--- src/rtl/stream_writer_pkg.sv ---
// rtl/stream_writer_pkg.sv - shared types, completion error bit indices and keep helper
package stream_writer_pkg;

    typedef enum logic [2:0] {
        IDLE,
        RECV,
        START,
        WAIT_DONE,
        CMPL
    } state_t;

    localparam int CMPL_ERR_WRITE = 0;
    localparam int CMPL_ERR_TRUNC = 1;
    localparam int CMPL_ERR_EMPTY = 2;

    // Widest supported keep (128-bit bus); narrower keeps are zero-extended.
    localparam int KEEP_MAX_W = 16;

    // Number of consecutive ones starting at bit 0.
    function automatic logic [4:0] ones_to_len(input logic [KEEP_MAX_W-1:0] keep);
        logic [4:0] n;
        logic       run;
        n   = '0;
        run = 1'b1;
        for (int i = 0; i < KEEP_MAX_W; i++) begin
            if (run && keep[i]) begin
                n = n + 5'd1;
            end else begin
                run = 1'b0;
            end
        end
        return n;
    endfunction

endpackage

--- src/rtl/keep_to_bytes.sv ---
// rtl/keep_to_bytes.sv - byte count of a beat from its LSB-contiguous keep mask
module keep_to_bytes
    import stream_writer_pkg::*;
#(
    parameter  int DATA_WIDTH = 64,
    localparam int KEEP_W     = DATA_WIDTH / 8,
    localparam int CNT_W      = $clog2(KEEP_W) + 1
) (
    input  logic [KEEP_W-1:0] keep,
    output logic [CNT_W-1:0]  beat_bytes
);

    logic [KEEP_MAX_W-1:0] keep_ext;
    logic [4:0]            len_full;

    assign keep_ext   = KEEP_MAX_W'(keep);
    assign len_full   = ones_to_len(keep_ext);
    assign beat_bytes = CNT_W'(len_full);

endmodule

--- src/rtl/stream_to_fifo_writer.sv ---
// rtl/stream_to_fifo_writer.sv - store-and-forward frame buffering ahead of the FIFO-to-AXI write engine
module stream_to_fifo_writer
    import stream_writer_pkg::*;
#(
    parameter int DATA_WIDTH      = 64,
    parameter int ADDR_WIDTH      = 32,
    parameter int LEN_WIDTH       = 16,
    parameter int MAX_FRAME_BYTES = 2048
) (
    input  logic                    clock,
    input  logic                    resetn,
    input  logic                    desc_valid,
    input  logic [ADDR_WIDTH-1:0]   desc_addr,
    output logic                    desc_ready,
    input  logic [DATA_WIDTH-1:0]   s_tdata,
    input  logic [DATA_WIDTH/8-1:0] s_tkeep,
    input  logic                    s_tlast,
    input  logic                    s_tvalid,
    output logic                    s_tready,
    output logic                    fifo_wr_en,
    output logic [DATA_WIDTH-1:0]   fifo_wr_data,
    input  logic                    fifo_full,
    output logic                    mem_w_start,
    output logic [ADDR_WIDTH-1:0]   mem_w_addr,
    output logic [LEN_WIDTH-1:0]    mem_w_len,
    input  logic                    mem_w_busy,
    input  logic                    mem_w_done,
    input  logic                    mem_w_error,
    output logic                    cmpl_valid,
    output logic [ADDR_WIDTH-1:0]   cmpl_addr,
    output logic [LEN_WIDTH-1:0]    cmpl_len,
    output logic [2:0]              cmpl_error,
    input  logic                    cmpl_ready
);

    localparam int KEEP_W = DATA_WIDTH / 8;
    localparam int CNT_W  = $clog2(KEEP_W) + 1;
    localparam logic [LEN_WIDTH:0] MAX_CNT   = (LEN_WIDTH + 1)'(MAX_FRAME_BYTES);
    localparam logic [LEN_WIDTH:0] FULL_BEAT = (LEN_WIDTH + 1)'(KEEP_W);

    state_t                  state_q, state_d;
    logic [ADDR_WIDTH-1:0]   addr_q, addr_d;
    logic [LEN_WIDTH:0]      byte_cnt_q, byte_cnt_d;
    logic                    trunc_q, trunc_d;
    logic                    wr_err_q, wr_err_d;
    logic                    empty_q, empty_d;
    logic                    mem_w_start_q, mem_w_start_d;
    logic [CNT_W-1:0]        keep_bytes;
    logic [LEN_WIDTH:0]      beat_bytes;
    logic                    beat_hs;
    logic                    unused_busy;

    keep_to_bytes #(.DATA_WIDTH(DATA_WIDTH)) u_keep_to_bytes (
        .keep       (s_tkeep),
        .beat_bytes (keep_bytes)
    );

    // Only the final beat may be partial; earlier beats count as full words.
    assign beat_bytes  = s_tlast ? (LEN_WIDTH + 1)'(keep_bytes) : FULL_BEAT;
    assign unused_busy = mem_w_busy;

    always_comb begin
        state_d       = state_q;
        addr_d        = addr_q;
        byte_cnt_d    = byte_cnt_q;
        trunc_d       = trunc_q;
        wr_err_d      = wr_err_q;
        empty_d       = empty_q;
        mem_w_start_d = 1'b0;
        desc_ready    = 1'b0;
        s_tready      = 1'b0;
        fifo_wr_en    = 1'b0;
        cmpl_valid    = 1'b0;
        beat_hs       = 1'b0;
        if (resetn) begin
            case (state_q)
                IDLE: begin
                    desc_ready = 1'b1;
                    if (desc_valid) begin
                        addr_d     = desc_addr;
                        byte_cnt_d = '0;
                        trunc_d    = 1'b0;
                        wr_err_d   = 1'b0;
                        empty_d    = 1'b0;
                        state_d    = RECV;
                    end
                end
                RECV: begin
                    s_tready = !fifo_full;
                    beat_hs  = s_tvalid && s_tready;
                    if (beat_hs) begin
                        // Past the limit beats are still accepted so the frame drains to tlast.
                        if (byte_cnt_q < MAX_CNT) begin
                            if (beat_bytes != '0) begin
                                fifo_wr_en = 1'b1;
                                byte_cnt_d = byte_cnt_q + beat_bytes;
                            end
                        end else begin
                            trunc_d = 1'b1;
                        end
                        if (s_tlast) begin
                            if (byte_cnt_d == '0) begin
                                empty_d = 1'b1;
                                state_d = CMPL;
                            end else begin
                                mem_w_start_d = 1'b1;
                                state_d       = START;
                            end
                        end
                    end
                end
                START: begin
                    state_d = WAIT_DONE;
                end
                WAIT_DONE: begin
                    if (mem_w_done) begin
                        wr_err_d = mem_w_error;
                        state_d  = CMPL;
                    end
                end
                CMPL: begin
                    cmpl_valid = 1'b1;
                    if (cmpl_ready) begin
                        state_d = IDLE;
                    end
                end
                default: state_d = IDLE;
            endcase
        end
    end

    always_ff @(posedge clock) begin
        if (!resetn) begin
            state_q       <= IDLE;
            addr_q        <= '0;
            byte_cnt_q    <= '0;
            trunc_q       <= 1'b0;
            wr_err_q      <= 1'b0;
            empty_q       <= 1'b0;
            mem_w_start_q <= 1'b0;
        end else begin
            state_q       <= state_d;
            addr_q        <= addr_d;
            byte_cnt_q    <= byte_cnt_d;
            trunc_q       <= trunc_d;
            wr_err_q      <= wr_err_d;
            empty_q       <= empty_d;
            mem_w_start_q <= mem_w_start_d;
        end
    end

    always_comb begin
        cmpl_error                 = '0;
        cmpl_error[CMPL_ERR_WRITE] = wr_err_q;
        cmpl_error[CMPL_ERR_TRUNC] = trunc_q;
        cmpl_error[CMPL_ERR_EMPTY] = empty_q;
    end

    assign fifo_wr_data = s_tdata;
    assign mem_w_start  = mem_w_start_q;
    assign mem_w_addr   = addr_q;
    assign mem_w_len    = byte_cnt_q[LEN_WIDTH-1:0];
    assign cmpl_addr    = addr_q;
    assign cmpl_len     = byte_cnt_q[LEN_WIDTH-1:0];

endmodule

--- config.mk ---
export PLATFORM = sky130hd
export DESIGN_NAME = stream_to_fifo_writer
export DESIGN_NICKNAME = d
export VERILOG_FILES = /design/src/rtl/stream_writer_pkg.sv /design/src/rtl/keep_to_bytes.sv /design/src/rtl/stream_to_fifo_writer.sv
export SDC_FILE = /design/constraint.sdc
export NUM_CORES = 1
export LEC_CHECK = 0
export ABC_AREA = 1
export BUFFER_PORTS_ARGS = -buffer_cell sky130_fd_sc_hd__buf_2
export CAP_MARGIN = 30
export CORE_AREA = 2 2 110 112
export CTS_CLUSTER_SIZE = 12
export DETAILED_ROUTE_END_ITERATION = 10
export DIE_AREA = 0 0 112 114
export HOLD_SLACK_MARGIN = 0.1
export PLACE_DENSITY = 0.83
export RECOVER_POWER = 50
export SYNTH_ARGS = -nofsm -noshare
export SYNTH_HDL_FRONTEND = slang
export SYNTH_HIERARCHICAL = 1
export SYNTH_SLANG_ARGS = --single-unit
--- constraint.sdc ---
create_clock -name clock -period 3.5 [get_ports clock]
set_clock_uncertainty 0.05 [all_clocks]
set_input_delay 0.175 -clock clock [delete_from_list [all_inputs] [get_ports clock]]
set_output_delay 0.175 -clock clock [all_outputs]
set_load 0.05 [all_outputs]
==> impl_results.md <==
- Status: finished with violations
- Violated checks: setup timing
- Crit path top cell by count: nand2_1
- Register area share after synthesis: between 20 and 30%
- Critical Path Stages: 35
- Sequential power share: 31.5%
- Final ANT Viol Nets: 0
- Max Slew Vio Count: 0
- GRT Residual Overflow: 0
- Depth of the CTS H-tree: 2
- Vias in the first global route: around 3400
- # Max-Cap Violations: 0
- Pwr/cell area: roughly 500 nW/um^2
- Dominant cell type by area after synthesis: dfxtp_1
- Flops & latches, synth: 56
- Switching share of power: ~47%
- CP max-delay cell: ha_1
- Unrepaired setup endpoints after global routing: yes
- Hold Crit Class: in -> reg
- Clock-pin slew on the worst setup and hold paths: roughly 0.070 ns
- Final Instance Count excl. Fillers: around 820
- Clk_lat worst skew: 0.29 ns
- Clock power share: between 20% and 30%
- Synth top area share: approximately 28%
- Hold Fails Final Rpt: 0
- Synthesized instance count: slightly below 600
- Worst vdd ir: 0.0003029 V
- Crit path buf inv count: 7
- # IOs: 282
- First-pass GRT wire length: 16750 um
- Core ar.: around 12000 um^2
- Root Buffer: clkbuf_16
- Top FF cell, synth: dfxtp_1
- Synth Cell Area: 4041 um^2
- Layout cell share with drive strength beyond 1: about a third
- Initial antenna violation count: 0
- FP Rows: 40
- Int Pwr: between 0.001 and 0.0015 W
- TritonCTS Buffers: 5
- Crit path max fanout: 4
- Port Buffers: between 150 and 200
- Syn_area_per_cell: approximately 6.9 um^2
- Fmax: roughly 280 MHz
- CP Capture Type: flop
- YS warnings: 6
- Global Route Usage Sum: 16.04%
- Die height: between 100 and 150 um
- Filler cells: around 1200
- Placed Area: around 4100 um^2
- DRT Pass-1 Iters: 5
- Setup WS post-layout: -0.09954 ns
- CP max stage delay: roughly 0.29 ns
- Number of synthesized flops with an enable pin: 0
- Dominant cells by area after synthesis: dfxtp_1, buf_4, nand2_1
- CP top delay family: simple AND/OR/NAND/NOR gates
- Crit path DAT: 3.71 ns
- Nets@finish: 794
- Top-count cell post-synth: nand2_1
- Drt via density: between 4 and 5
- Worst endpoint required time: between 3 and 4 ns
- WL/cell: 13.78 um
- Die width: ~110 um
- Commonest cells post-synth: nand2_1, buf_4, dfxtp_1
- Initial core utilization: 34.51%
- Reg2Reg Depth: 14
- Clock tree from TritonCTS: done
- Asr flop ratio synth: 0%
- Largest net degree at the start of global routing: 34
- Slew at the pin closest to its max-slew limit: just under 0.7 ns
- Final wirelength: between 10000 and 15000 um
- CTS max path bufs: 2
- CTS Sinks: 56
- Switching power: ~0.0012 W
- Area Overhead vs Synth: 20.80%
- DRC Markers: 0
- Synth Net Count: 711
- Critical path type: in -> reg
- Period utilization: 102.8%
- P_leak: 2.393 nW
- WHS Path Cells: 3
- DRT iter0 DRCs: approximately 260
- Via count: ~3900
- Final setup viols: 3
- Cell area after layout: a little under 5000 um^2
- Synth cell types: 42
- Dpl cells: around 760
- GPL Wtd Cong: 0.8548
- Final HPWL DP: just over 8000 um
- Antenna diode count: 0
- Die Area: 12770 um^2
- Combinational share of power: between 40% and 50%
- Final Critical Period: ~3.6 ns
- Nature of the critical path startpoint: input pin
- Worst rel slew slack: approximately 55%
cell usage in the layout, fill, tap and decap left out, types with 3 or more instances in the layout:
cell type / synthesis / routed
clkbuf_1: 7 / 46
nand2_1: 168 / 150
inv_1: 48 / 42
clkbuf_16: 0 / 5
buf_4: 131 / 32
nor2_2: 3 / 5
a21oi_2: 1 / 3
nand3_1: 22 / 18
buf_6: 1 / 4
dfxtp_1: 56 / 56
dlygate4sd3_1: 0 / 32
a21oi_1: 47 / 45
ha_1: 8 / 3
buf_2: 1 / 103
inv_2: 3 / 9
nand4_1: 8 / 8
nor2_1: 30 / 28
nor2_4: 6 / 6
nand2_2: 7 / 22
nand3_2: 2 / 6
o21ai_0: 4 / 4
nand2_4: 0 / 3
ha_4: 0 / 5
nor3_1: 4 / 4
per-layer routing:
metal | part of all wire, % | track usage, % | vias to the layer above
li1 | - | - | 1887
met1 | 43 | 20.67 | 1770
met2 | 47 | 26.83 | 172
met3 | 7.4 | 3.719 | 32
met4 | 2.4 | 4.959 | 0
met5 | 0 | 0 | -
worst min-delay path: stages:
cell     delay [ns]
buf_2          0.11
nand2_1        0.06
a21oi_1        0.06
flip-flops by register name, indices dropped and copies added (netlist names):
signal and count:
byte_cnt_q 17, cmpl_addr 32, wr_err_q 1, state_q 3, trunc_q 1, empty_q 1
mem_w_start 1
final cells by class:
type,count,area [um^2],area share [%]
Sequential cell,56,1121,22.96
Multi-Input combinational cell,334,1861,38.11
Clock buffer,5,125.1,2.563
Timing Repair Buffer,220,1344,27.52
Clock inverter,3,42.54,0.8713
Inverter,54,205.2,4.203
Tap cell,147,183.9,3.767
stage by stage:
stage / power [W] / setup TNS [ns] / hold slack, ns / utilization, % / worst slack, ns
final: 0.002508 / -0.2417 / 0.1161 / 41.69 / -0.09954
after detailed placement: 0.001912 / -2.735 / 0.3003 / 35.18 / -0.5216
after CTS: 0.002513 / -0.4659 / 0.1014 / 40.14 / -0.1531
after global placement: 0.001899 / -1.730 / 0.3003 / 35.18 / -0.4103
after floorplan: 0.001931 / -0.2845 / 0.2508 / - / -0.1019
after global routing: 0.002646 / -1.440 / 0.1312 / 41.69 / -0.4121
logic make-up (layout without fill, tap and decap cells):
family,after synthesis,after routing,share of synthesized area [%]
fa+ha+maj,9,9,2.972
flops,56,56,27.74
xor+xnor,2,2,0.4335
compound gates,62,62,8.143
simple gates,261,261,29.94
buf+inv,198,282,30.77
path summary, 6_finish.rpt:
| kind | slack (ns) | end | from |
|---|---|---|---|
| worst max-delay path | -0.1 | state_q[1] | s_tkeep[2] |
| worst min-delay path | 0.12 | cmpl_addr[0] | desc_addr[0] |
| worst max register to register | 1.23 | state_q[1] | byte_cnt_q[0] |
| worst min register to register | 0.43 | empty_q | empty_q |
power by group through the flow:
| stage | registers (W) | logic [W] | clock network (W) |
|---|---|---|---|
| 6_report | 0.000791 | 0.00115 | 0.000565 |
| 5_1_grt | 0.000800 | 0.00124 | 0.000610 |
| 4_1_cts | 0.000786 | 0.00115 | 0.000578 |
| 3_5_place_dp | 0.000799 | 0.00111 | 0 |
| 3_3_place_gp | 0.000797 | 0.00110 | 0 |
| 2_1_floorplan | 0.00101 | 0.000922 | 0 |
repair_timing:
action | in CTS | in global routing
resized for setup | 5 | 44
pin swaps | 17 | 47
hold endpoints to repair | 32 | 0
setup endpoints to repair | 4 | 11
hold buffers | 32 | 0
setup buffers | 9 | 10
No activity file was read; power rests on OpenSTA's default activity.
